File: config.mk
export PLATFORM = sky130hd
export DESIGN_NAME = seg7_scan_encoder
export DESIGN_NICKNAME = d
export VERILOG_FILES = /design/src/rtl/seg7_scan_encoder.sv
export SDC_FILE = /design/constraint.sdc
export NUM_CORES = 1
export LEC_CHECK = 0
export ABC_CLOCK_PERIOD_IN_PS = 3660
export CORE_MARGIN = 2
export CORE_UTILIZATION = 40
export CTS_CLUSTER_SIZE = 10
export DETAILED_ROUTE_END_ITERATION = 12
export PLACE_DENSITY = 0.57
export SKIP_LAST_GASP = 1
export SLEW_MARGIN = 20
export SYNTH_ARGS = -nofsm -noshare
export SYNTH_HDL_FRONTEND = slang
export SYNTH_SLANG_ARGS = --single-unit
export TNS_END_PERCENT = 20
File: constraint.sdc
create_clock -name clk -period 3.66 [get_ports clk]
set_clock_uncertainty 0.15 [all_clocks]
set_input_delay 1.098 -clock clk [delete_from_list [all_inputs] [get_ports clk]]
set_output_delay 1.098 -clock clk [all_outputs]
set_load 0.01 [all_outputs]
File: src/rtl/seg7_scan_encoder.sv
// seg7_scan_encoder: samples a multiplexed 7-segment bus (active-low segments,
// one-hot active-high digit select), filters it for stability, recovers each
// digit's hex nibble and presents complete frames on a valid/ready interface.
// Optional: define SEG7_DP_EN to also capture the decimal point per digit.

// Per-digit working slot: nibble, legal-glyph flag and seen-this-frame flag.
module seg7_digit_slot (
  input  logic       clk,
  input  logic       rst_n,
  input  logic       cap,
  input  logic       legal,
  input  logic       clr_seen,
  input  logic [3:0] nib,
  output logic [3:0] slot_q,
  output logic       dv_q,
  output logic       seen_q
);
  logic [3:0] slot_d;
  logic       dv_d, seen_d;

  // Frame completion clears seen first; a capture in the same cycle still counts.
  always_comb begin
    slot_d = slot_q;
    dv_d   = dv_q;
    seen_d = clr_seen ? 1'b0 : seen_q;
    if (cap) begin
      if (legal) begin
        slot_d = nib;
        dv_d   = 1'b1;
        seen_d = 1'b1;
      end else begin
        dv_d   = 1'b0;
        seen_d = 1'b0;
      end
    end
  end

  // Slot state.
  always_ff @(posedge clk or negedge rst_n) begin
    if (!rst_n) begin
      slot_q <= '0;
      dv_q   <= 1'b0;
      seen_q <= 1'b0;
    end else begin
      slot_q <= slot_d;
      dv_q   <= dv_d;
      seen_q <= seen_d;
    end
  end
endmodule

module seg7_scan_encoder #(
  parameter int NUM_DIGITS    = 2,
  parameter int STABLE_CYCLES = 4,
  localparam int IW = (NUM_DIGITS > 1) ? $clog2(NUM_DIGITS) : 1
) (
  input  logic                      clk,
  input  logic                      rst_n,
  input  logic [6:0]                seg_in,
  input  logic [NUM_DIGITS-1:0]     dig_sel,
  input  logic                      frame_ready,
`ifdef SEG7_DP_EN
  input  logic                      dp_in,
  output logic [NUM_DIGITS-1:0]     dp_out,
`endif
  output logic                      frame_valid,
  output logic [4*NUM_DIGITS-1:0]   bin_out,
  output logic [NUM_DIGITS-1:0]     digit_valid,
  output logic                      err,
  output logic [IW-1:0]             err_digit,
  output logic                      overrun
);
  localparam int CW = $clog2(STABLE_CYCLES + 1);
  localparam logic [CW-1:0] CNT_MAX = CW'(STABLE_CYCLES);
  localparam logic [CW-1:0] CNT_PRE = CW'(STABLE_CYCLES - 1);

  // Input sample and its previous-cycle copy for the stability compare
  logic [6:0]            s_seg_q, p_seg_q;
  logic [NUM_DIGITS-1:0] s_sel_q, p_sel_q;
  logic [CW-1:0]         cnt_q, cnt_d;

  logic                  one_hot, same, cap, legal;
  logic [3:0]            nib;
  logic [IW-1:0]         idx;
  logic [NUM_DIGITS-1:0] lane_cap;

  logic [NUM_DIGITS-1:0][3:0] slot_q;
  logic [NUM_DIGITS-1:0]      dv_q, seen_q;
  logic                       complete;

  logic                    fv_q, fv_d, err_q, err_d, ovr_q, ovr_d;
  logic [4*NUM_DIGITS-1:0] bin_q, bin_d;
  logic [IW-1:0]           edig_q, edig_d;

`ifdef SEG7_DP_EN
  logic                  s_dp_q, p_dp_q;
  logic [NUM_DIGITS-1:0] dpw_q, dpw_d, dpo_q, dpo_d;
  assign same = ({s_sel_q, s_seg_q, s_dp_q} == {p_sel_q, p_seg_q, p_dp_q});
`else
  assign same = ({s_sel_q, s_seg_q} == {p_sel_q, p_seg_q});
`endif

  // Register the bus once, and keep last cycle's sample for change detection.
  always_ff @(posedge clk or negedge rst_n) begin
    if (!rst_n) begin
      s_seg_q <= '0;
      s_sel_q <= '0;
      p_seg_q <= '0;
      p_sel_q <= '0;
`ifdef SEG7_DP_EN
      s_dp_q  <= 1'b0;
      p_dp_q  <= 1'b0;
`endif
    end else begin
      s_seg_q <= seg_in;
      s_sel_q <= dig_sel;
      p_seg_q <= s_seg_q;
      p_sel_q <= s_sel_q;
`ifdef SEG7_DP_EN
      s_dp_q  <= dp_in;
      p_dp_q  <= s_dp_q;
`endif
    end
  end

  // Stability counter; capture fires only on the step that reaches the limit.
  always_comb begin
    one_hot = ($countones(s_sel_q) == 1);
    cnt_d   = cnt_q;
    if (!same || !one_hot) cnt_d = '0;
    else if (cnt_q != CNT_MAX) cnt_d = cnt_q + CW'(1);
    cap = same && one_hot && (cnt_q == CNT_PRE);
    idx = '0;
    for (int i = 0; i < NUM_DIGITS; i++)
      if (s_sel_q[i]) idx = IW'(i);
    lane_cap = cap ? s_sel_q : '0;
  end

  // Hex font lookup; anything else is an illegal glyph.
  always_comb begin
    legal = 1'b1;
    nib   = 4'h0;
    case (s_seg_q)
      7'h40: nib = 4'h0;
      7'h79: nib = 4'h1;
      7'h24: nib = 4'h2;
      7'h30: nib = 4'h3;
      7'h19: nib = 4'h4;
      7'h12: nib = 4'h5;
      7'h02: nib = 4'h6;
      7'h78: nib = 4'h7;
      7'h00: nib = 4'h8;
      7'h10: nib = 4'h9;
      7'h08: nib = 4'hA;
      7'h03: nib = 4'hB;
      7'h46: nib = 4'hC;
      7'h21: nib = 4'hD;
      7'h06: nib = 4'hE;
      7'h0E: nib = 4'hF;
      default: legal = 1'b0;
    endcase
  end

  for (genvar i = 0; i < NUM_DIGITS; i++) begin : g_lane
    seg7_digit_slot u_slot (
      .clk      (clk),
      .rst_n    (rst_n),
      .cap      (lane_cap[i]),
      .legal    (legal),
      .clr_seen (complete),
      .nib      (nib),
      .slot_q   (slot_q[i]),
      .dv_q     (dv_q[i]),
      .seen_q   (seen_q[i])
    );
  end

  assign complete = &seen_q;

  // Frame handoff: load on completion unless a held frame is still unaccepted.
  always_comb begin
    fv_d   = fv_q;
    bin_d  = bin_q;
    ovr_d  = 1'b0;
    if (complete) begin
      if (!fv_q || frame_ready) begin
        fv_d  = 1'b1;
        bin_d = slot_q;
      end else begin
        ovr_d = 1'b1;
      end
    end else if (fv_q && frame_ready) begin
      fv_d = 1'b0;
    end
    err_d  = cap && !legal;
    edig_d = err_d ? idx : edig_q;
  end

  // Registered frame and status outputs.
  always_ff @(posedge clk or negedge rst_n) begin
    if (!rst_n) begin
      cnt_q  <= '0;
      fv_q   <= 1'b0;
      bin_q  <= '0;
      ovr_q  <= 1'b0;
      err_q  <= 1'b0;
      edig_q <= '0;
    end else begin
      cnt_q  <= cnt_d;
      fv_q   <= fv_d;
      bin_q  <= bin_d;
      ovr_q  <= ovr_d;
      err_q  <= err_d;
      edig_q <= edig_d;
    end
  end

`ifdef SEG7_DP_EN
  // Decimal point rides along with legal captures; stored as 1 = lit.
  always_comb begin
    dpw_d = dpw_q;
    dpo_d = dpo_q;
    for (int i = 0; i < NUM_DIGITS; i++)
      if (lane_cap[i] && legal) dpw_d[i] = ~s_dp_q;
    if (complete && (!fv_q || frame_ready)) dpo_d = dpw_q;
  end

  // Decimal-point working slots and framed output.
  always_ff @(posedge clk or negedge rst_n) begin
    if (!rst_n) begin
      dpw_q <= '0;
      dpo_q <= '0;
    end else begin
      dpw_q <= dpw_d;
      dpo_q <= dpo_d;
    end
  end

  assign dp_out = dpo_q;
`endif

  assign frame_valid = fv_q;
  assign bin_out     = bin_q;
  assign digit_valid = dv_q;
  assign err         = err_q;
  assign err_digit   = edig_q;
  assign overrun     = ovr_q;
endmodule

==> Yosys cells after proc, flatten, opt, wreduce, memory -nomap -nowiden <==
Index checks and enable logic that the tools add are counted.
{ "totals": {"output_inout_bits": 14, "input_bits": 12, "reg_bits": 45, "elab_cells": 74} }
{ "classes": {"muxes": 15, "n_reduce_logical": 21, "eq_ne": 20, "addsub": 2} }
{ "ops": {"columns": ["cell", "count"], "rows": [
  ["$pmux W4 S15", 1],
  ["$eq A7 B7 Y1 const B", 4],
  ["$eq A7 B5 Y1 const B", 3],
  ["$eq A7 B6 Y1 const B", 3],
  ["$reduce_or A16 Y1", 1],
  ["$eq A7 B2 Y1 const B", 2],
  ["$eq A7 B4 Y1 const B", 2],
  ["$mux W1", 11],
  ["$eq A9 B9 Y1", 1],
  ["$reduce_and A2 Y1", 4],
  ["$reduce_bool A2 Y1", 4],
  ["$eq A7 B3 Y1 const B", 1],
  ["$logic_not A7 Y1", 1],
  ["$mux W3", 2],
  ["$logic_and A1 B1 Y1", 4],
  ["$logic_not A1 Y1", 4],
  ["$add A3 B1 Y3 const B", 1],
  ["$eq A3 B2 Y1 const B", 1],
  ["$ne A3 B3 Y1 const B", 1],
  ["$reduce_and A3 Y1", 1],
  ["$add A1 B1 Y2", 1],
  ["$eq A2 B1 Y1 const B", 1],
  ["$logic_or A1 B1 Y1", 2],
  ["$mux W2", 1],
  ["$ne A2 B2 Y1 const B", 1]
]} }

==> Logic depth before layout (Yosys ltp) <==
Gate-level depths: netlist of run 1.
{ "logic_depth": {"depth_word": 6, "mapped_depth": 7, "mapped_depth_nobuf": 7} }

==> Hierarchy <==
Synthesis of run 1 repeated with hierarchy kept, for this count alone.
{ "unflattened": {"cells_unflattened": 176, "area_unflattened_um2": 2038.2} }
{ "by_module_without_submodules": {"columns": ["mod", "cells_per_inst", "area_each_um2", "n_inst", "seq_area_each_um2"], "rows": [
  ["seg7_scan_encoder", 146, 1565.3, 1, 825.8],
  ["seg7_digit_slot", 15, 236.5, 2, 150.1]
]} }

==> Worst setup path after synthesis of run 1 <==
OpenSTA, ideal clock, no wires.
{ "synth_path": {"kind": "input port to flip-flop", "from": "in frame_ready", "to": "reg bin_q[0] (netlist: bin_out[0])", "setup_slack_ps": 1416, "cell_stages": 4, "required_time_ps": 3385, "setup_ps": 125, "path_buffers": 1, "arrival_ps": 1970, "path_cell_list": "nand2b_1 nor2b_1 clkbuf_1 mux2_2"} }
{ "synth_between": {"elab_chain_len": 2} }
{ "synth_rtl": {"columns": ["item", "line", "rtl"], "rows": [
  ["start: declaration", "61", "input logic frame_ready,"],
  ["$logic_or A1 B1 Y1", "186", "if (!fv_q || frame_ready) begin"],
  ["$reduce_and A3 Y1 (no line)", null, null],
  ["end signal: assignment", "211", "bin_q <= bin_d;"],
  ["end: declaration", "92", "logic [4*NUM_DIGITS-1:0] bin_q, bin_d;"]
]} }
No other way between the ends.
A chain may end at the register's enable or synchronous reset.

==> Worst setup path after layout of run 1 <==
{ "layout_path": {"from": "in frame_ready", "to": "reg bin_q[6] (netlist: bin_out[6])"} }
Same word-level chain as after synthesis.

==> results of run 1 <==
-- state kept, by name, summed over array words and instances, names as in the netlist --
signal / flops
err: 1
err_digit: 1
g_lane.u_slot.seen_q: 2
g_lane.u_slot.slot_q: 8
cnt_q: 3
s_seg_q: 7
p_seg_q: 7
overrun: 1
frame_valid: 1
g_lane.u_slot.dv_q: 2
bin_out: 8
p_sel_q: 2
s_sel_q: 2
-- synth_stat cells (all sizes together), types with 5 or more instances --
cell type / number
dfrtp: 45
mux2: 13
nand2: 10
buf: 9
nor2: 7
nor3: 7
xor2: 7
nand3: 6
a21oi: 5
inv: 5
nand2b: 5
nor2b: 5
o21ai: 5
-- placed cells by master, fill, tap and decap left out, types with 5 or more instances in the layout --
| cell type | synthesis | layout |
|---|---|---|
| sky130_fd_sc_hd__mux2_2 | 8 | 8 |
| sky130_fd_sc_hd__nand2b_1 | 5 | 5 |
| sky130_fd_sc_hd__clkbuf_8 | 0 | 6 |
| sky130_fd_sc_hd__nor2b_1 | 5 | 5 |
| sky130_fd_sc_hd__nand3_1 | 6 | 6 |
| sky130_fd_sc_hd__nor2_1 | 7 | 7 |
| sky130_fd_sc_hd__clkdlybuf4s50_1 | 0 | 24 |
| sky130_fd_sc_hd__dfrtp_1 | 45 | 45 |
| sky130_fd_sc_hd__nor3_1 | 5 | 5 |
| sky130_fd_sc_hd__inv_1 | 5 | 5 |
| sky130_fd_sc_hd__nand2_1 | 10 | 10 |
| sky130_fd_sc_hd__xor2_1 | 7 | 7 |
-- final timing paths --
path                              from                          to  slack [ns]  cells after the start
setup / recovery           frame_ready                  bin_out[6]        1.05                      4
hold / removal              s_sel_q[0]                  p_sel_q[0]        0.33                      0
setup reg to reg            s_seg_q[4]  g_lane[0].u_slot.slot_q[2]        1.29                      5
hold reg to reg             s_sel_q[0]                  p_sel_q[0]        0.33                      0
max in group asynchronous        rst_n                         err        1.96                      1
min in group asynchronous        rst_n                  bin_out[6]        0.81                      1
-- area by class of cell --
cell class                 count  area share
clock buffer                   6      0.0332
clock inverter                 1     0.00302
inverter                       5     0.00755
multi-input combinational    113       0.370
sequential                    45       0.453
tap                           70      0.0352
timing repair buffer          25      0.0986
-- kinds of logic (layout without fill, tap and decap cells) --
| logic type | Yosys count | after routing |
|---|---|---|
| simple gates | 59 | 59 |
| flops | 45 | 45 |
| compound gates | 30 | 30 |
| buf+inv | 15 | 37 |
| mux | 13 | 13 |
| xor+xnor | 8 | 8 |
| fa+ha+maj | 3 | 3 |
-- per-layer routing --
| metal | share of wire | GRT usage | vias up |
|---|---|---|---|
| met5 | 0 | 0 | - |
| met3 | 0.043 | 0.0353 | 6 |
| met1 | 0.44 | 0.173 | 662 |
| met4 | 0.015 | 0.0564 | 0 |
| li1 | - | - | 669 |
| met2 | 0.50 | 0.215 | 41 |
-- critical path, cell delays in order --
cell                              delay [ns]
sky130_fd_sc_hd__clkdlybuf4s50_1        0.45
sky130_fd_sc_hd__nand2b_1               0.14
sky130_fd_sc_hd__nor2b_1                0.53
sky130_fd_sc_hd__mux2_2                 0.40
-- per-stage QoR --
| step | hold slack (ns) | utilization | area (um2) |
|---|---|---|---|
| 2_1_floorplan | 0.211 | - | 2120 |
| 3_3_place_gp | 0.306 | 0.469 | 2400 |
| 3_5_place_dp | 0.317 | 0.469 | 2400 |
| 4_1_cts | 0.335 | 0.487 | 2490 |
| 5_1_grt | 0.358 | 0.487 | 2490 |
| 6_report | 0.331 | 0.487 | 2490 |
-- power groups by stage --
stage / sequential, W / combinational [W] / clock, W
after floorplan: 0.000524 / 0.0000418 / 0
after global placement: 0.000535 / 0.0000542 / 0
after detailed placement: 0.000536 / 0.0000560 / 0
after CTS: 0.000526 / 0.0000566 / 0.000312
after global routing: 0.000529 / 0.0000609 / 0.000330
final: 0.000526 / 0.0000552 / 0.000301
==> impl_metrics.prom, run 1 <==
# TYPE chip_impl_metric gauge
chip_impl_metric{name="synth_compound_gate_area_share",unit=""} 0.131
chip_impl_metric{name="max_slew.worst_pin.slew",unit="ns"} 0.958
chip_impl_metric{name="synth_area",unit="mm2"} 0.00212
chip_impl_metric{name="coreArea",unit="mm2"} 0.00511
chip_impl_metric{name="drt-wirelength-per-cell",unit="um"} 13.9
chip_impl_metric{name="timing.fmax",unit="MHz"} 384
chip_impl_metric{name="totalWireLength",unit="um"} 3680
chip_impl_metric{name="route.detailed.vias_per_inst",unit=""} 5.20
chip_impl_metric{name="ant_nets",unit=""} 0
chip_impl_metric{name="final-hold-violation-count",unit=""} 0
chip_impl_metric{name="synth_top_area_share",unit=""} 0.531
chip_impl_metric{name="antenna-diode-count",unit=""} 0
chip_impl_metric{name="arr_time_crit_path",unit="ns"} 2.63
chip_impl_info{name="cts_tree",value="done"} 1
chip_impl_metric{name="drive_gt1_frac",unit=""} 0.159
chip_impl_metric{name="wire_length_of_the_first_global_routing_pass",unit="um"} 6210
chip_impl_metric{name="htree_levels",unit=""} 2
chip_impl_metric{name="path_clk_slew",unit="ns"} 0.08
chip_impl_metric{name="timing_max_transition_violations_final",unit=""} 0
chip_impl_metric{name="die_area",unit="mm2"} 0.00590
chip_impl_metric{name="synth.area.mux_share",unit=""} 0.0708
chip_impl_metric{name="finalPower",unit="W"} 0.000883
chip_impl_metric{name="cts-resized-gates",unit=""} 0
chip_impl_metric{name="setup-violations-final",unit=""} 0
chip_impl_metric{name="finalWeightedCongestion",unit=""} 0.782
chip_impl_info{name="predominant_post_synthesis_flop_cell",value="sky130_fd_sc_hd__dfrtp_1"} 1
chip_impl_info{name="crit_type",value="in2reg"} 1
chip_impl_info{name="timing.critical_path.from_type",value="primary input"} 1
chip_impl_metric{name="io_pins",unit=""} 26
chip_impl_metric{name="area_share_of_fa_ha_maj_cells_after_synthesis",unit=""} 0.0177
chip_impl_metric{name="detailroute.via_count",unit=""} 1378
chip_impl_metric{name="period_minus_slack",unit="ns"} 2.61
chip_impl_metric{name="slew_headroom",unit=""} 0.361
chip_impl_metric{name="drt_drc_violations_left",unit=""} 0
chip_impl_metric{name="antenna_found_initial",unit=""} 0
chip_impl_metric{name="stdcell_count",unit=""} 265
chip_impl_metric{name="synth_xor_xnor_area_share",unit=""} 0.0330
chip_impl_metric{name="cts_hold_buf",unit=""} 0
chip_impl_metric{name="timing.critical_path.required",unit="ns"} 3.68
chip_impl_metric{name="clk-insertion-delay-late",unit="ns"} 0.29
chip_impl_metric{name="post_synth_and_or_nand_nor_area_fraction",unit=""} 0.181
chip_impl_metric{name="multiInputGateArea",unit="um2"} 920
chip_impl_metric{name="synthArstFlopShare",unit=""} 1.00
chip_impl_metric{name="drt-pass1-iter-count",unit=""} 4
chip_impl_metric{name="power_leakage",unit="nW"} 1.07
chip_impl_metric{name="setup_ws",unit="ns"} 1.05
chip_impl_metric{name="port_buffers",unit=""} 25
chip_impl_metric{name="place_hpwl",unit="um"} 2700
chip_impl_info{name="clk_root_buffer_cell",value="sky130_fd_sc_hd__clkbuf_8"} 1
chip_impl_metric{name="power_frac_comb",unit=""} 0.063
chip_impl_info{name="synthDominantAreaCellType",value="sky130_fd_sc_hd__dfrtp_1"} 1
chip_impl_metric{name="post-place-cells",unit=""} 258
chip_impl_metric{name="yosys_reg_bits",unit=""} 45
chip_impl_metric{name="area_overhead_vs_synth",unit="%"} 17.3
chip_impl_info{name="dominant_combinational_cell_family_by_area_after_synthesis",value="simple AND/OR/NAND/NOR gates"} 1
chip_impl_metric{name="power.internal",unit="W"} 0.000682
chip_impl_metric{name="number_of_flops_mapped_to_enable_cells_by_yosys",unit=""} 0
chip_impl_metric{name="part_of_the_power_in_the_clock_network",unit=""} 0.341
chip_impl_metric{name="first_iter_violations",unit=""} 44
chip_impl_info{name="ys_top_cells_by_area",value="sky130_fd_sc_hd__dfrtp_1, sky130_fd_sc_hd__mux2_2, sky130_fd_sc_hd__xor2_1"} 1
chip_impl_metric{name="max_cap_viol_count",unit=""} 0
chip_impl_metric{name="layout.filler_cells",unit=""} 469
chip_impl_metric{name="buffer_depth_of_the_longest_clock_path",unit=""} 2
chip_impl_metric{name="yosysUniqueCellTypes",unit=""} 49
chip_impl_metric{name="place_worst_setup_slack",unit="ns"} 0.717
chip_impl_metric{name="post_cts_buffers",unit=""} 0
chip_impl_metric{name="post-route-period-util",unit=""} 0.712
chip_impl_metric{name="globalRoute.totalOverflow",unit=""} 0
chip_impl_metric{name="syn_nets",unit=""} 188
chip_impl_metric{name="tritoncts_num_sinks",unit=""} 45
chip_impl_metric{name="initial_utilization",unit=""} 0.415
chip_impl_metric{name="max-vdd-ir-drop",unit="mV"} 0.193
chip_impl_metric{name="p_per_area",unit="mW/mm2"} 355
chip_impl_metric{name="post_route_setup_tns",unit="ns"} 0
chip_impl_metric{name="synth_sequential_area_ratio",unit=""} 0.531
chip_impl_metric{name="first_global_vias",unit=""} 1298
chip_impl_metric{name="die_h",unit="um"} 76.8
chip_impl_metric{name="cts-buffers-inserted",unit=""} 5
chip_impl_metric{name="area_taken_by_flip_flops_and_latches",unit="mm2"} 0.00113
chip_impl_metric{name="synth_cells",unit=""} 173
chip_impl_metric{name="global_route.usage.total",unit=""} 0.135
chip_impl_metric{name="std_cell_rows",unit=""} 26
chip_impl_info{name="worst_setup_path_end_kind",value="flip-flop"} 1
chip_impl_info{name="result_of_the_run",value="finished, final reports clean"} 1
chip_impl_metric{name="sw_frac",unit=""} 0.228
chip_impl_metric{name="post_synth.cell_area_avg",unit="um2"} 12.3
chip_impl_info{name="hold_path_class",value="reg2reg"} 1
chip_impl_metric{name="largest_net_degree_at_the_start_of_global_routing",unit=""} 46
chip_impl_info{name="rsz_0062_raised_after_global_routing",value="no"} 1
chip_impl_metric{name="ys_warn_count",unit=""} 0
chip_impl_metric{name="worstPathMaxFanout",unit=""} 8
chip_impl_metric{name="finish.net_count",unit=""} 210
chip_impl_metric{name="power.net_switching",unit="W"} 0.000201
chip_impl_metric{name="seq_power_share",unit=""} 0.596
chip_impl_metric{name="fp.dieW",unit="um"} 76.8
Note: power is estimated with default switching activity, not from simulation.
==> run 2, diff against run 1 <==
--- a/config.mk
+++ b/config.mk
@@ -5,12 +5,12 @@
 export SDC_FILE = /design/constraint.sdc
 export NUM_CORES = 1
 export LEC_CHECK = 0
-export ABC_CLOCK_PERIOD_IN_PS = 3660
+export ABC_CLOCK_PERIOD_IN_PS = 2100
 export CORE_MARGIN = 2
 export CORE_UTILIZATION = 40
 export CTS_CLUSTER_SIZE = 10
 export DETAILED_ROUTE_END_ITERATION = 12
-export PLACE_DENSITY = 0.57
+export PLACE_DENSITY = 0.59
 export SKIP_LAST_GASP = 1
 export SLEW_MARGIN = 20
 export SYNTH_ARGS = -nofsm -noshare
==> constraint.sdc (replaced) <==
create_clock -name clk -period 2.1 [get_ports clk]
set_clock_uncertainty 0.15 [all_clocks]
set_input_delay 0.63 -clock clk [delete_from_list [all_inputs] [get_ports clk]]
set_output_delay 0.63 -clock clk [all_outputs]
set_load 0.01 [all_outputs]
==> run 2 against run 1 <==
The run now ends with setup timing left. Non-clock buffer count up 49. Power grew 81%. Global-route usage grew 4.1 points. Clock-buffer cell count did not move. Register-to-register slack got worse by 1.4 ns. Sequential share of layout area shrank 7.0 points. Clock power increased by 69%. Final area up 19%. Critical path depth rose by 1. Worst setup slack got worse by 1.1 ns. Critical path type is now reg2reg. Combinational power grew to 3.4 times the previous value. Critical endpoint is now g_lane[0].u_slot.slot_q[2]. Flip-flop and latch count stayed put.
==> impl_metrics.prom, run 2 (synthesis gave the netlist of run 1 again) <==
# TYPE chip_impl_metric gauge
chip_impl_info{name="result_of_the_run",value="complete, but fails checks"} 1
chip_impl_info{name="failed_checks",value="setup timing"} 1
chip_impl_info{name="worst_setup_path_end_kind",value="flip-flop"} 1
chip_impl_metric{name="max_cap_viol_count",unit=""} 0
chip_impl_metric{name="detailroute.via_count",unit=""} 1595
chip_impl_metric{name="post-place-cells",unit=""} 297
chip_impl_metric{name="final-hold-violation-count",unit=""} 0
chip_impl_info{name="clk_root_buffer_cell",value="sky130_fd_sc_hd__clkbuf_8"} 1
chip_impl_metric{name="ant_nets",unit=""} 0
chip_impl_metric{name="cts-buffers-inserted",unit=""} 5
chip_impl_metric{name="drive_gt1_frac",unit=""} 0.367
chip_impl_metric{name="coreArea",unit="mm2"} 0.00511
chip_impl_metric{name="grtUsageMet1",unit=""} 0.230
chip_impl_metric{name="antenna_found_initial",unit=""} 0
chip_impl_info{name="crit_path_start",value="p_sel_q[1]"} 1
chip_impl_metric{name="clk-insertion-delay-late",unit="ns"} 0.29
chip_impl_info{name="rr_endpoint",value="g_lane[0].u_slot.slot_q[2]"} 1
chip_impl_info{name="crit_type",value="reg2reg"} 1
chip_impl_metric{name="fp.dieW",unit="um"} 76.8
chip_impl_info{name="rsz_0062_raised_after_global_routing",value="yes"} 1
chip_impl_metric{name="htree_levels",unit=""} 2
chip_impl_metric{name="max-vdd-ir-drop",unit="mV"} 0.286
chip_impl_metric{name="arr_time_crit_path",unit="ns"} 2.21
chip_impl_metric{name="timing.reg2reg.worst_path_depth",unit=""} 5
chip_impl_metric{name="setup-violations-final",unit=""} 7
chip_impl_metric{name="first_iter_violations",unit=""} 65
chip_impl_info{name="timing.critical_path.from_type",value="flip-flop"} 1
chip_impl_metric{name="antenna-diode-count",unit=""} 0
chip_impl_info{name="hold_path_class",value="in2async"} 1
chip_impl_info{name="worstSetupEndpoint",value="g_lane[0].u_slot.slot_q[2]"} 1
chip_impl_metric{name="die_area",unit="mm2"} 0.00590
chip_impl_metric{name="io_pins",unit=""} 26
chip_impl_metric{name="post-route-period-util",unit=""} 1.04
chip_impl_metric{name="globalRoute.totalOverflow",unit=""} 0
chip_impl_metric{name="timing.critical_path.required",unit="ns"} 2.12
chip_impl_metric{name="buffer_depth_of_the_longest_clock_path",unit=""} 2
chip_impl_metric{name="slew_headroom",unit=""} 0.669
chip_impl_info{name="final_common_cell",value="sky130_fd_sc_hd__buf_4"} 1
chip_impl_metric{name="path_clk_slew",unit="ns"} 0.08
chip_impl_metric{name="layout.filler_cells",unit=""} 446
chip_impl_metric{name="largest_net_degree_at_the_start_of_global_routing",unit=""} 29
chip_impl_metric{name="drt-pass1-iter-count",unit=""} 4
chip_impl_metric{name="worstPathMaxFanout",unit=""} 4
chip_impl_metric{name="place_hpwl",unit="um"} 3510
chip_impl_metric{name="initial_utilization",unit=""} 0.415
chip_impl_info{name="rr_startpoint",value="p_sel_q[1]"} 1
chip_impl_info{name="cts_tree",value="done"} 1
chip_impl_metric{name="groute.layer.met2.usage",unit=""} 0.284
chip_impl_metric{name="global_route.usage.total",unit=""} 0.176
chip_impl_metric{name="first_global_vias",unit=""} 1648
chip_impl_metric{name="timing.fmax",unit="MHz"} 458
chip_impl_metric{name="period_minus_slack",unit="ns"} 2.18
chip_impl_metric{name="drt_drc_violations_left",unit=""} 0
chip_impl_metric{name="grtUsageMet3",unit=""} 0.0388
chip_impl_metric{name="area_overhead_vs_synth",unit="%"} 39.0
chip_impl_info{name="grt.busiest_layer",value="met2"} 1
chip_impl_metric{name="timing.reg2reg.setup_slack",unit="ns"} -0.08
chip_impl_metric{name="p_per_area",unit="mW/mm2"} 541
chip_impl_metric{name="finalWeightedCongestion",unit=""} 0.770
chip_impl_metric{name="stdcell_count",unit=""} 315
chip_impl_info{name="layout.cells.most_common_list",value="sky130_fd_sc_hd__buf_4, sky130_fd_sc_hd__dfrtp_1, sky130_fd_sc_hd__clkdlybuf4s50_1, sky130_fd_sc_hd__nand2_1, sky130_fd_sc_hd__mux2_2"} 1
chip_impl_metric{name="totalWireLength",unit="um"} 4600
chip_impl_metric{name="tritoncts_num_sinks",unit=""} 45
chip_impl_metric{name="port_buffers",unit=""} 25
chip_impl_metric{name="timing_max_transition_violations_final",unit=""} 0
chip_impl_metric{name="wire_length_of_the_first_global_routing_pass",unit="um"} 8180
chip_impl_metric{name="route.detailed.vias_per_inst",unit=""} 5.06
chip_impl_metric{name="drt-wirelength-per-cell",unit="um"} 14.6
chip_impl_metric{name="setup_ws",unit="ns"} -0.0818
chip_impl_metric{name="finish.net_count",unit=""} 259
chip_impl_metric{name="max_slew.worst_pin.slew",unit="ns"} 0.492
chip_impl_metric{name="place_worst_setup_slack",unit="ns"} -0.124
chip_impl_metric{name="power_leakage",unit="nW"} 1.32
chip_impl_metric{name="die_h",unit="um"} 76.8
chip_impl_metric{name="std_cell_rows",unit=""} 26
## run 2: cell types whose count changed in the layout (fill, tap and decap cells not counted), sizes merged
cell / before / now
buf: 1 / 50
clkinv: 0 / 2
clkinvlp: 1 / 0
## run 2: metal layers
metal / vias to the layer above / share of wire / wire, um
met1: 782 / 0.43 / 1990
li1: 766 / - / -
met3: 7 / 0.045 / 208
met5: - / 0 / 0
met4: 0 / 0.012 / 55
met2: 40 / 0.51 / 2350
## run 2: power breakdown
part / switching [W] / internal (W) / leakage [nW]
Combinational: 0.0000919 / 0.0000973 / 0.689
Clock: 0.000279 / 0.000231 / 0.0450
Sequential: 0.0000137 / 0.000883 / 0.586
## run 2: worst max-delay path, stage by stage, from the launching register on
cell and delay (ns):
sky130_fd_sc_hd__dfrtp_1 0.39, sky130_fd_sc_hd__nand4bb_4 0.25, sky130_fd_sc_hd__a2111oi_4 0.45, sky130_fd_sc_hd__nand4_2 0.23, sky130_fd_sc_hd__a31oi_4 0.27, sky130_fd_sc_hd__mux2_4 0.33
## run 2: worst min-delay path by stage
| stage | slack, ns | endpoint | cells after the start | from |
|---|---|---|---|---|
| 2_1_floorplan | 0.18 | bin_out[0] | 0 | rst_n |
| 3_3_place_gp | 0.31 | g_lane[0].u_slot.dv_q | 2 | g_lane[0].u_slot.dv_q |
| 3_5_place_dp | 0.31 | p_seg_q[3] | 0 | s_seg_q[3] |
| 4_1_cts | 0.12 | cnt_q[1] | 1 | rst_n |
| 5_1_grt | 0.14 | cnt_q[1] | 1 | rst_n |
| 6_report | 0.11 | cnt_q[1] | 1 | rst_n |
## run 2: stage by stage
stage | power (W) | instance area [um2] | utilization | TNS (ns) | hold WS [ns]
after floorplan | 0.000989 | 2140 | - | 0 | 0.184
after global placement | 0.00108 | 2730 | 0.535 | -0.617 | 0.312
after detailed placement | 0.00109 | 2730 | 0.535 | -0.955 | 0.315
after CTS | 0.00161 | 2850 | 0.559 | -0.306 | 0.116
after global routing | 0.00168 | 2950 | 0.577 | -1.03 | 0.136
final | 0.00160 | 2950 | 0.577 | -0.370 | 0.114
## run 2: cell type report
class | instances | area [um2] | area share
inverters | 5 | 18.8 | 0.00637
flip-flops and latches | 45 | 1130 | 0.382
repair buffers | 74 | 642 | 0.218
well taps | 70 | 87.6 | 0.0297
clock buffers | 6 | 72.6 | 0.0246
multi-input cells | 113 | 990 | 0.336
clock inverters | 2 | 10.0 | 0.00340
## run 2: timing repair
action,in CTS,in global routing
pin swaps,4,4
hold buffers,0,0
setup buffers,2,8
resized for setup,4,7
setup endpoints to repair,9,11
==> run 3, diff against run 2 <==
--- a/config.mk
+++ b/config.mk
@@ -5,7 +5,7 @@
 export SDC_FILE = /design/constraint.sdc
 export NUM_CORES = 1
 export LEC_CHECK = 0
-export ABC_CLOCK_PERIOD_IN_PS = 2100
+export ABC_CLOCK_PERIOD_IN_PS = 1890
 export CORE_MARGIN = 2
 export CORE_UTILIZATION = 40
 export CTS_CLUSTER_SIZE = 10
==> constraint.sdc (replaced) <==
create_clock -name clk -period 1.89 [get_ports clk]
set_clock_uncertainty 0.15 [all_clocks]
set_input_delay 0.567 -clock clk [delete_from_list [all_inputs] [get_ports clk]]
set_output_delay 0.567 -clock clk [all_outputs]
set_load 0.01 [all_outputs]
==> run 3 against run 2 <==
The flow still finishes with violations (setup timing). Critical path type unchanged. Largest cell class unchanged. Critical path depth unchanged. First-iteration DRC count increased by 48%. Sequential power increased by 11%.
==> impl_metrics.prom, run 3 (synthesis gave the netlist of run 1 again) <==
# TYPE chip_impl_metric gauge
chip_impl_metric{name="largest_net_degree_at_the_start_of_global_routing",unit=""} 27
chip_impl_metric{name="first_iter_violations",unit=""} 96
chip_impl_metric{name="initial_utilization",unit=""} 0.415
chip_impl_info{name="rr_startpoint",value="p_sel_q[0]"} 1
chip_impl_metric{name="max_cap_viol_count",unit=""} 0
chip_impl_metric{name="timing.reg2reg.setup_slack",unit="ns"} -0.26
chip_impl_info{name="clk_root_buffer_cell",value="sky130_fd_sc_hd__clkbuf_8"} 1
chip_impl_metric{name="worstPathMaxFanout",unit=""} 3
chip_impl_metric{name="seq_power_share",unit=""} 0.492
chip_impl_metric{name="power.net_switching",unit="W"} 0.000430
chip_impl_metric{name="power_frac_comb",unit=""} 0.095
chip_impl_metric{name="route.detailed.vias_per_inst",unit=""} 5.20
chip_impl_info{name="final_common_cell",value="sky130_fd_sc_hd__buf_4"} 1
chip_impl_metric{name="slew_headroom",unit=""} 0.704
chip_impl_metric{name="die_h",unit="um"} 76.8
chip_impl_info{name="layout.cells.most_common_list",value="sky130_fd_sc_hd__buf_4, sky130_fd_sc_hd__dfrtp_1, sky130_fd_sc_hd__clkdlybuf4s50_1, sky130_fd_sc_hd__nand2_1, sky130_fd_sc_hd__mux2_2"} 1
chip_impl_metric{name="totalWireLength",unit="um"} 4570
chip_impl_metric{name="finish.net_count",unit=""} 259
chip_impl_metric{name="final-hold-violation-count",unit=""} 0
chip_impl_metric{name="detailroute.via_count",unit=""} 1637
chip_impl_metric{name="drive_gt1_frac",unit=""} 0.371
chip_impl_info{name="critical_path.cell_chain",value="nand4bb_4 -> a2111oi_4 -> nand4_2 -> a31oi_4 -> mux2_4"} 1
chip_impl_metric{name="sw_frac",unit=""} 0.211
chip_impl_metric{name="timing.reg2reg.worst_path_depth",unit=""} 5
chip_impl_info{name="rr_endpoint",value="g_lane[1].u_slot.slot_q[0]"} 1
chip_impl_metric{name="global_route.usage.total",unit=""} 0.169
chip_impl_info{name="crit_type",value="reg2reg"} 1
chip_impl_info{name="cts_tree",value="done"} 1
chip_impl_info{name="worst_setup_path_end_kind",value="flip-flop"} 1
chip_impl_metric{name="path_clk_slew",unit="ns"} 0.09
chip_impl_metric{name="antenna_found_initial",unit=""} 0
chip_impl_metric{name="area_taken_by_flip_flops_and_latches",unit="mm2"} 0.00113
chip_impl_metric{name="period_minus_slack",unit="ns"} 2.15
chip_impl_metric{name="globalRoute.totalOverflow",unit=""} 0
chip_impl_info{name="hold_path_class",value="in2async"} 1
chip_impl_metric{name="post_route_setup_tns",unit="ns"} -2.53
chip_impl_metric{name="cts-buffers-inserted",unit=""} 5
chip_impl_metric{name="power.internal",unit="W"} 0.00161
chip_impl_metric{name="area_overhead_vs_synth",unit="%"} 39.8
chip_impl_metric{name="finalPower",unit="W"} 0.00204
chip_impl_metric{name="std_cell_rows",unit=""} 26
chip_impl_metric{name="clk-insertion-delay-late",unit="ns"} 0.30
chip_impl_metric{name="holdWs",unit="ns"} 0.0828
chip_impl_metric{name="post-route-util",unit=""} 0.580
chip_impl_metric{name="place_hpwl",unit="um"} 3550
chip_impl_info{name="crit_path_start",value="p_sel_q[0]"} 1
chip_impl_metric{name="power_leakage",unit="nW"} 1.33
chip_impl_metric{name="arr_time_crit_path",unit="ns"} 2.18
chip_impl_metric{name="htree_levels",unit=""} 2
chip_impl_metric{name="post-place-cells",unit=""} 300
chip_impl_metric{name="port_buffers",unit=""} 25
chip_impl_metric{name="ant_nets",unit=""} 0
chip_impl_info{name="failed_checks",value="setup timing"} 1
chip_impl_metric{name="finalWeightedCongestion",unit=""} 0.809
chip_impl_metric{name="setup-violations-final",unit=""} 22
chip_impl_metric{name="cpPeakStageDelay",unit="ns"} 0.44
chip_impl_metric{name="timing.critical_path.required",unit="ns"} 1.92
chip_impl_metric{name="drt_drc_violations_left",unit=""} 0
chip_impl_metric{name="buffer_depth_of_the_longest_clock_path",unit=""} 2
chip_impl_metric{name="drt-pass1-iter-count",unit=""} 4
chip_impl_metric{name="drt-wirelength-per-cell",unit="um"} 14.5
chip_impl_metric{name="wire_length_of_the_first_global_routing_pass",unit="um"} 7910
chip_impl_metric{name="p_per_area",unit="mW/mm2"} 687
chip_impl_metric{name="tritoncts_num_sinks",unit=""} 45
chip_impl_info{name="worstSetupEndpoint",value="g_lane[1].u_slot.slot_q[0]"} 1
chip_impl_metric{name="multiInputGateArea",unit="um2"} 967
chip_impl_metric{name="fp.dieW",unit="um"} 76.8
chip_impl_metric{name="max_slew.worst_pin.slew",unit="ns"} 0.444
chip_impl_info{name="result_of_the_run",value="complete, but fails checks"} 1
chip_impl_info{name="rsz_0062_raised_after_global_routing",value="yes"} 1
chip_impl_metric{name="coreArea",unit="mm2"} 0.00511
chip_impl_metric{name="timing.fmax",unit="MHz"} 465
chip_impl_metric{name="first_global_vias",unit=""} 1694
chip_impl_metric{name="layout.filler_cells",unit=""} 445
chip_impl_metric{name="stdcell_count",unit=""} 315
chip_impl_metric{name="io_pins",unit=""} 26
chip_impl_metric{name="timing_max_transition_violations_final",unit=""} 0
chip_impl_metric{name="antenna-diode-count",unit=""} 0
chip_impl_info{name="timing.critical_path.from_type",value="flip-flop"} 1
chip_impl_metric{name="setup_ws",unit="ns"} -0.262
chip_impl_metric{name="post-route-period-util",unit=""} 1.14
chip_impl_metric{name="max-vdd-ir-drop",unit="mV"} 0.475
chip_impl_metric{name="die_area",unit="mm2"} 0.00590
chip_impl_info{name="slowest_stage",value="sky130_fd_sc_hd__a2111oi_4"} 1
chip_impl_metric{name="part_of_the_power_in_the_clock_network",unit=""} 0.414
==> run 3: how the worst min path moves through the flow <==
stage                             to  slack [ns]  cells past startpoint
after floorplan           bin_out[0]        0.12                      0
after detailed placement  p_seg_q[5]        0.30                      0
after global placement    p_seg_q[5]        0.27                      0
final                       cnt_q[1]        0.08                      2
after global routing        cnt_q[0]        0.09                      2
after CTS                   cnt_q[1]        0.09                      2
==> run 3: final cells by class <==
class,instances,share of cell area
Clock buffer,5,0.0232
Clock inverter,3,0.0220
Inverter,5,0.00633
Multi-Input combinational cell,113,0.326
Sequential cell,45,0.382
Tap cell,70,0.0295
Timing Repair Buffer,74,0.211
==> run 3: power by group through the flow <==
stage | clock network (W) | logic [W] | registers [W]
floorplan | 0 | 0.0000846 | 0.00102
global route | 0.000918 | 0.000211 | 0.00100
global placement | 0 | 0.000183 | 0.00102
CTS | 0.000866 | 0.000193 | 0.00100
detailed placement | 0 | 0.000186 | 0.00102
finish | 0.000842 | 0.000193 | 0.00100
==> run 3: through the flow <==
stage / instance area (um2) / setup slack (ns)
floorplan: 2150 / -0.190
global placement: 2760 / -0.241
finish: 2960 / -0.262
CTS: 2940 / -0.268
detailed placement: 2760 / -0.312
global route: 2960 / -0.358
==> run 3: worst max-delay path: cells and delay by family, from the launching register on <==
family | cells | cell delay [ns]
compound gates | 2 | 0.72
mux | 1 | 0.33
flops | 1 | 0.39
simple gates | 2 | 0.45
==> run 3: repair_timing <==
item                                    4_1_cts  5_1_grt
gates resized for setup                       4        3
setup buffers                                 4        3
pin swaps                                     7        1
hold buffers                                  0        0
endpoints found under the setup margin       26       27
endpoints found under the hold margin         0        0
==> run 3: routing by layer <==
layer | wire length [um] | global-route usage | up-vias
met3 | 173 | 0.0353 | 9
met4 | 93 | 0.0764 | 0
met2 | 2260 | 0.278 | 40
met1 | 2040 | 0.214 | 818
li1 | - | - | 770
met5 | 0 | 0 | -
==> RTL change 1, RTL diff (flow settings as in run 2) <==
Add a define of `SEG7_DP_EN`.
--- a/src/rtl/seg7_scan_encoder.sv
+++ b/src/rtl/seg7_scan_encoder.sv
@@ -6,2 +6,4 @@
 // Per-digit working slot: nibble, legal-glyph flag and seen-this-frame flag.
+`define SEG7_DP_EN
+
 module seg7_digit_slot (
Interface: changed (added dp_in and dp_out); port bits go from 26 to 29. The function was not compared with the original's and may differ.
==> RTL change 1 against run 2 <==
- via count fell by 0.38%
- combinational power fell by 6%
- area after synthesis rose by 9.6%
- worst hold slack improved by 0.034 ns
- sequential cell count rose by 6
- power rose by 8.5%
- largest power group unchanged
- design area rose by 4.9%
- die area rose by 9.1%
- routed wire length fell by 1.5%
- worst setup slack improved by 0.12 ns
==> RTL change 1: results (changes against run 2) <==
[setup_path]
worstPathMaxFanout=8  ; was 4
worstPathArrival_ns=2.10  ; was 2.21 ns
critPathLaunch=s_seg_q[2]  ; was p_sel_q[1]

[power_and_ir_drop]
p_leak_nw=1.452  ; was 1.320 nW
ir_worst_vdd_v=0.0003352  ; was 0.0002862 V
power_switching_mw=0.4063  ; was 0.3842 mW

[place]
dpl_cell_area_um2=2818  ; was 2731 um^2
numPortBuffers=28  ; was 25
dp_hpwl_mm=3.252  ; was 3.512 mm
finalWeightedCongestion=0.7992  ; was 0.7698

[grt]
antenna_found_initial=0  ; unchanged
grt_pass1_vias=1586  ; was 1648
grt.total_usage_pct=14.92  ; was 17.56%
grt_max_degree=52  ; was 29
grt_pass1_wl_mm=7.431  ; was 8.176 mm

[clock_network]
clk_pin_slew_ns=0.09
cts_hold_buf=0  ; unchanged
clock_path_buffers=2  ; unchanged

[run_status]
status=completed  ; was finished, violations left

[logic_synthesis]
yosys-top-cells-area=dfrtp_1, mux2_2, xor2_1  ; unchanged
yosysUniqueCellTypes=48  ; was 49
synth-seq-area-share_pct=54.90  ; was 53.10%
ys_top_cells_by_count=dfrtp_1, inv_1, mux2_2  ; was dfrtp_1, nand2_1, mux2_2
syn_nets=204  ; was 188

[detailed_routing]
drtIter0Drc=54  ; was 65
drt_wl_total_mm=4.533  ; was 4.604 mm
vias=1589  ; was 1595

[cells_and_area]
num_antenna_cells=0  ; unchanged
drive_gt1_share_pct=32.80  ; was 36.73%
num-fill-cells=496  ; was 446
nets=265  ; was 259

[timing]
slew_headroom_pct=78.14  ; was 66.93%

-- RTL change 1: worst max-delay path, cell delays in order (launching register included) --
cell and delay [ns]:
dfrtp_2 0.48, xor2_1 0.21, nor4_4 0.38, and4_4 0.32, o211ai_4 0.11, mux2_4 0.31
-- RTL change 1: per-layer routing --
layer | up-vias | track usage [%] | routed length (um)
met4 | 0 | 4.068 | 51
met2 | 26 | 24.58 | 2285
met3 | 6 | 3.371 | 154
li1 | 770 | - | -
met1 | 787 | 19.85 | 2042
met5 | - | 0 | 0
-- RTL change 1: path summary, 6_finish.rpt --
path	slack [ns]	end
worst max-delay path	0.03	g_lane[0].u_slot.slot_q[3]
worst min-delay path	0.15	g_lane[0].u_slot.dv_q
worst max register to register	0.03	g_lane[0].u_slot.slot_q[3]
worst min register to register	0.30	p_dp_q
max in group asynchronous	1.40	s_seg_q[4]
min in group clk	0.30	p_dp_q
-- RTL change 1: timing repair --
| action | 4_1_cts | 5_1_grt |
|---|---|---|
| pin swaps | 3 | 10 |
| setup endpoints to repair | 10 | 11 |
| buffers inserted | 2 | 10 |
| resized for setup | 8 | 17 |
-- RTL change 1: final cells by class --
class | count | area [um^2] | area share [%]
inverters | 15 | 56.30 | 1.821
well taps | 72 | 90.09 | 2.914
clock buffers | 7 | 76.32 | 2.469
multi-input cells | 111 | 996.0 | 32.21
clock inverters | 1 | 5.005 | 0.1619
flip-flops and latches | 51 | 1284 | 41.52
repair buffers | 65 | 584.3 | 18.90
-- RTL change 1: kinds of logic after synthesis --
kind of cell | after synthesis | share of synthesized area (%)
flops | 51 | 54.90
simple gates | 48 | 13.35
compound gates | 29 | 10.33
buf+inv | 26 | 5.543
mux | 21 | 10.50
xor+xnor | 10 | 3.768
fa+ha+maj | 3 | 1.615
-- RTL change 1: power groups by stage --
stage / logic (mW) / registers (mW) / clock network (mW)
2_1_floorplan: 0.0784 / 1.03 / 0
3_3_place_gp: 0.140 / 1.04 / 0
3_5_place_dp: 0.144 / 1.04 / 0
4_1_cts: 0.154 / 1.03 / 0.548
5_1_grt: 0.195 / 1.03 / 0.602
6_report: 0.178 / 1.02 / 0.528
-- RTL change 1: per-stage QoR --
stage / cells / TNS (ns) / setup slack, ns / utilization [%] / total power [mW]
final: 322 / 0 / 0.03447 / 55.47 / 1.731
after global routing: 322 / -0.2161 / -0.04931 / 55.47 / 1.826
after CTS: 312 / 0 / 0.002693 / 52.91 / 1.727
after detailed placement: 302 / -0.8456 / -0.06528 / 50.55 / 1.189
after global placement: 302 / -0.5896 / -0.05054 / 50.55 / 1.183
after floorplan: 188 / 0 / 0.07285 / - / 1.110
==> RTL change 2, RTL diff (config.mk and constraints of run 2) <==
Made on the original files. Remove the register `err_q`: a continuous assignment takes its place, so the output `err` follows one clock earlier.
--- a/src/rtl/seg7_scan_encoder.sv
+++ b/src/rtl/seg7_scan_encoder.sv
@@ -205,3 +205,2 @@
       ovr_q  <= 1'b0;
-      err_q  <= 1'b0;
       edig_q <= '0;
@@ -212,3 +211,2 @@
       ovr_q  <= ovr_d;
-      err_q  <= err_d;
       edig_q <= edig_d;
@@ -216,2 +214,4 @@
   end
+
+  assign err_q = err_d;
 
Behaviour: not the same (a bounded check fails within 10 cycles, from zero or initial values and one cycle with rst_n low).
==> RTL change 2 against run 2 <==
- routed wire length is 8.0% lower
- critical path type is now flop to output port
- maximum frequency is 20% lower
- worst hold slack better by 0.017 ns
- design area is 5.5% lower
- the run still ends with setup timing left
- die area is 5.0% lower
- sequential cell count is 1 lower
- area after synthesis is 5.3% lower
- core utilization is 0.51 points higher
- power is 3.9% lower
- highest routed layer unchanged
- worst setup slack worse by 0.55 ns
- largest cell class unchanged
- first-iteration DRC count is 22% lower
==> RTL change 2: results (changes against run 2) <==
[run_status]
status=finished, violations left  ; unchanged
violations=setup timing  ; unchanged

[detailed_routing]
drtPass1Iterations=4  ; unchanged
dr_wl_met2_mm=2.091  ; was 2.353 mm
wl_met1_mm=1.967  ; was 1.986 mm
wl_met3_um=132  ; was 208 um
drtIter0Drc=51  ; was 65
drt_wl_total_mm=4.235  ; was 4.604 mm
vias_per_cell=4.883  ; was 5.063

[setup_path]
path_class=flop to output port  ; was flop to flop
r2r-start=s_seg_q[3]  ; was p_sel_q[1]
r2r_slack_ns=-0.41  ; was -0.08 ns
worst_path_largest_cell_delay_ns=0.45  ; about the same
worstPathMaxFanout=7  ; was 4
reg2reg_depth=8  ; was 5
critPathSlowestCell=dfrtp_2  ; was a2111oi_4
critPathLaunch=s_seg_q[4]  ; was p_sel_q[1]
critPathTopFamily=simple AND/OR/NAND/NOR gates  ; was compound AO/OA/AOI/OAI gates
rr_endpoint=g_lane[0].u_slot.slot_q[0]  ; was g_lane[0].u_slot.slot_q[2]
critPathCapture=err  ; was g_lane[0].u_slot.slot_q[2]
worstPathArrival_ns=1.96  ; was 2.21 ns

[logic_synthesis]
syn_nets=185  ; was 188
synth-seq-area-share_pct=54.79  ; was 53.10%
muxShareOfSynthArea_pct=7.659  ; was 7.080%
async_flop_share_pct=100.0  ; unchanged
yosys-top-cells-area=dfrtp_1, mux2_2, xor2_1  ; unchanged
synth_xor_xnor_area_share_pct=3.923  ; was 3.304%
ys_top_cells_by_count=dfrtp_1, nand2_1, mux2_2  ; unchanged
synth_compound_area_share_pct=7.410  ; was 13.10%
avgSynthCellArea_um2=11.82  ; was 12.26 um^2
yosysUniqueCellTypes=47  ; was 49
synth_ff_type=dfrtp_1  ; unchanged
synthAdderAreaFrac_pct=1.868  ; was 1.770%

[timing]
layout_setup_ws_ns=-0.6366  ; was -0.08178 ns
tightest_slew_ns=0.4629  ; was 0.4918 ns
fin_setup_tns_ns=-3.767  ; was -0.3701 ns
setup_viol=12  ; was 7

[grt]
grt.total_usage_pct=17.12  ; was 17.56%
grt_pass1_vias=1549  ; was 1648
antenna_found_initial=0  ; unchanged
grt_max_degree=26  ; was 29
grt_pass1_wl_mm=7.148  ; was 8.176 mm

[cells_and_area]
num_antenna_cells=0  ; unchanged
num-fill-cells=396  ; was 446
nets=255  ; was 259
final_cells=307  ; was 315
drive_gt1_share_pct=39.58  ; was 36.73%

[place]
post-place-cells=285  ; was 297
dpl_cell_area_um2=2537  ; was 2731 um^2
pre_cts_slack_ns=-0.9202  ; was -0.1242 ns
dp_hpwl_mm=3.125  ; was 3.512 mm
finalWeightedCongestion=0.8343  ; was 0.7698

[min_path]
hold_path_class=primary input to async pin  ; unchanged

[power_and_ir_drop]
p_leak_nw=1.305  ; was 1.320 nW
ir_worst_vdd_v=0.0003585  ; was 0.0002862 V

[clock_network]
cts.root.buffer_cell=clkbuf_8  ; unchanged
clk_pin_slew_ns=0.08  ; about the same
cts_htree_levels=2  ; unchanged
numCtsBuffers=5  ; unchanged

-- RTL change 2: cell types whose count changed in the layout (fill, tap and decap cells not counted), moves of 3 or more --
| cell | delta |
|---|---|
| dfrtp_2 | +6 |
| mux2_4 | -3 |
| dfrtp_1 | -7 |
| nor2b_1 | -4 |
| mux2_2 | +3 |
| nand2_1 | +7 |
| nand2b_1 | -4 |
-- RTL change 2: layer usage --
layer | global-route usage (%) | up-vias
met1 | 22.08 | 740
met5 | 0 | -
met3 | 4.418 | 5
li1 | - | 731
met2 | 27.78 | 23
met4 | 6.349 | 0
-- RTL change 2: final cells by class --
type                       count  area [um^2]  area share [%]
clock buffer                   6        72.57           2.604
timing repair buffer          75        631.9           22.68
sequential                    44         1110           39.83
tap                           67        83.83           3.009
multi-input combinational    107        857.1           30.76
inverter                       7        26.28          0.9430
clock inverter                 1        5.005          0.1796
-- RTL change 2: report_power, final --
group	leakage, nW	internal, mW	switching (mW)	total [mW]
clock	0.0410	0.226	0.266	0.492
sequential	0.566	0.866	0.0232	0.889
combinational	0.698	0.0850	0.0676	0.153
-- RTL change 2: how the worst min path moves through the flow --
stage                                     start                          to  slack, ns  depth (start not counted)
final                                     rst_n  g_lane[0].u_slot.slot_q[1]       0.13                          1
after global placement    g_lane[0].u_slot.dv_q       g_lane[0].u_slot.dv_q       0.31                          2
after detailed placement  g_lane[1].u_slot.dv_q       g_lane[1].u_slot.dv_q       0.32                          1
after global routing                      rst_n                  p_seg_q[4]       0.15                          1
after floorplan                           rst_n                  bin_out[0]       0.18                          0
after CTS                                 rst_n  g_lane[0].u_slot.slot_q[1]       0.14                          1
-- RTL change 2: repair_timing --
action                                  CTS  global route
pin swaps                                 2             4
endpoints found under the setup margin   14            14
gates resized for setup                  22             3
endpoints found under the hold margin     0             0
buffers inserted                         13             2
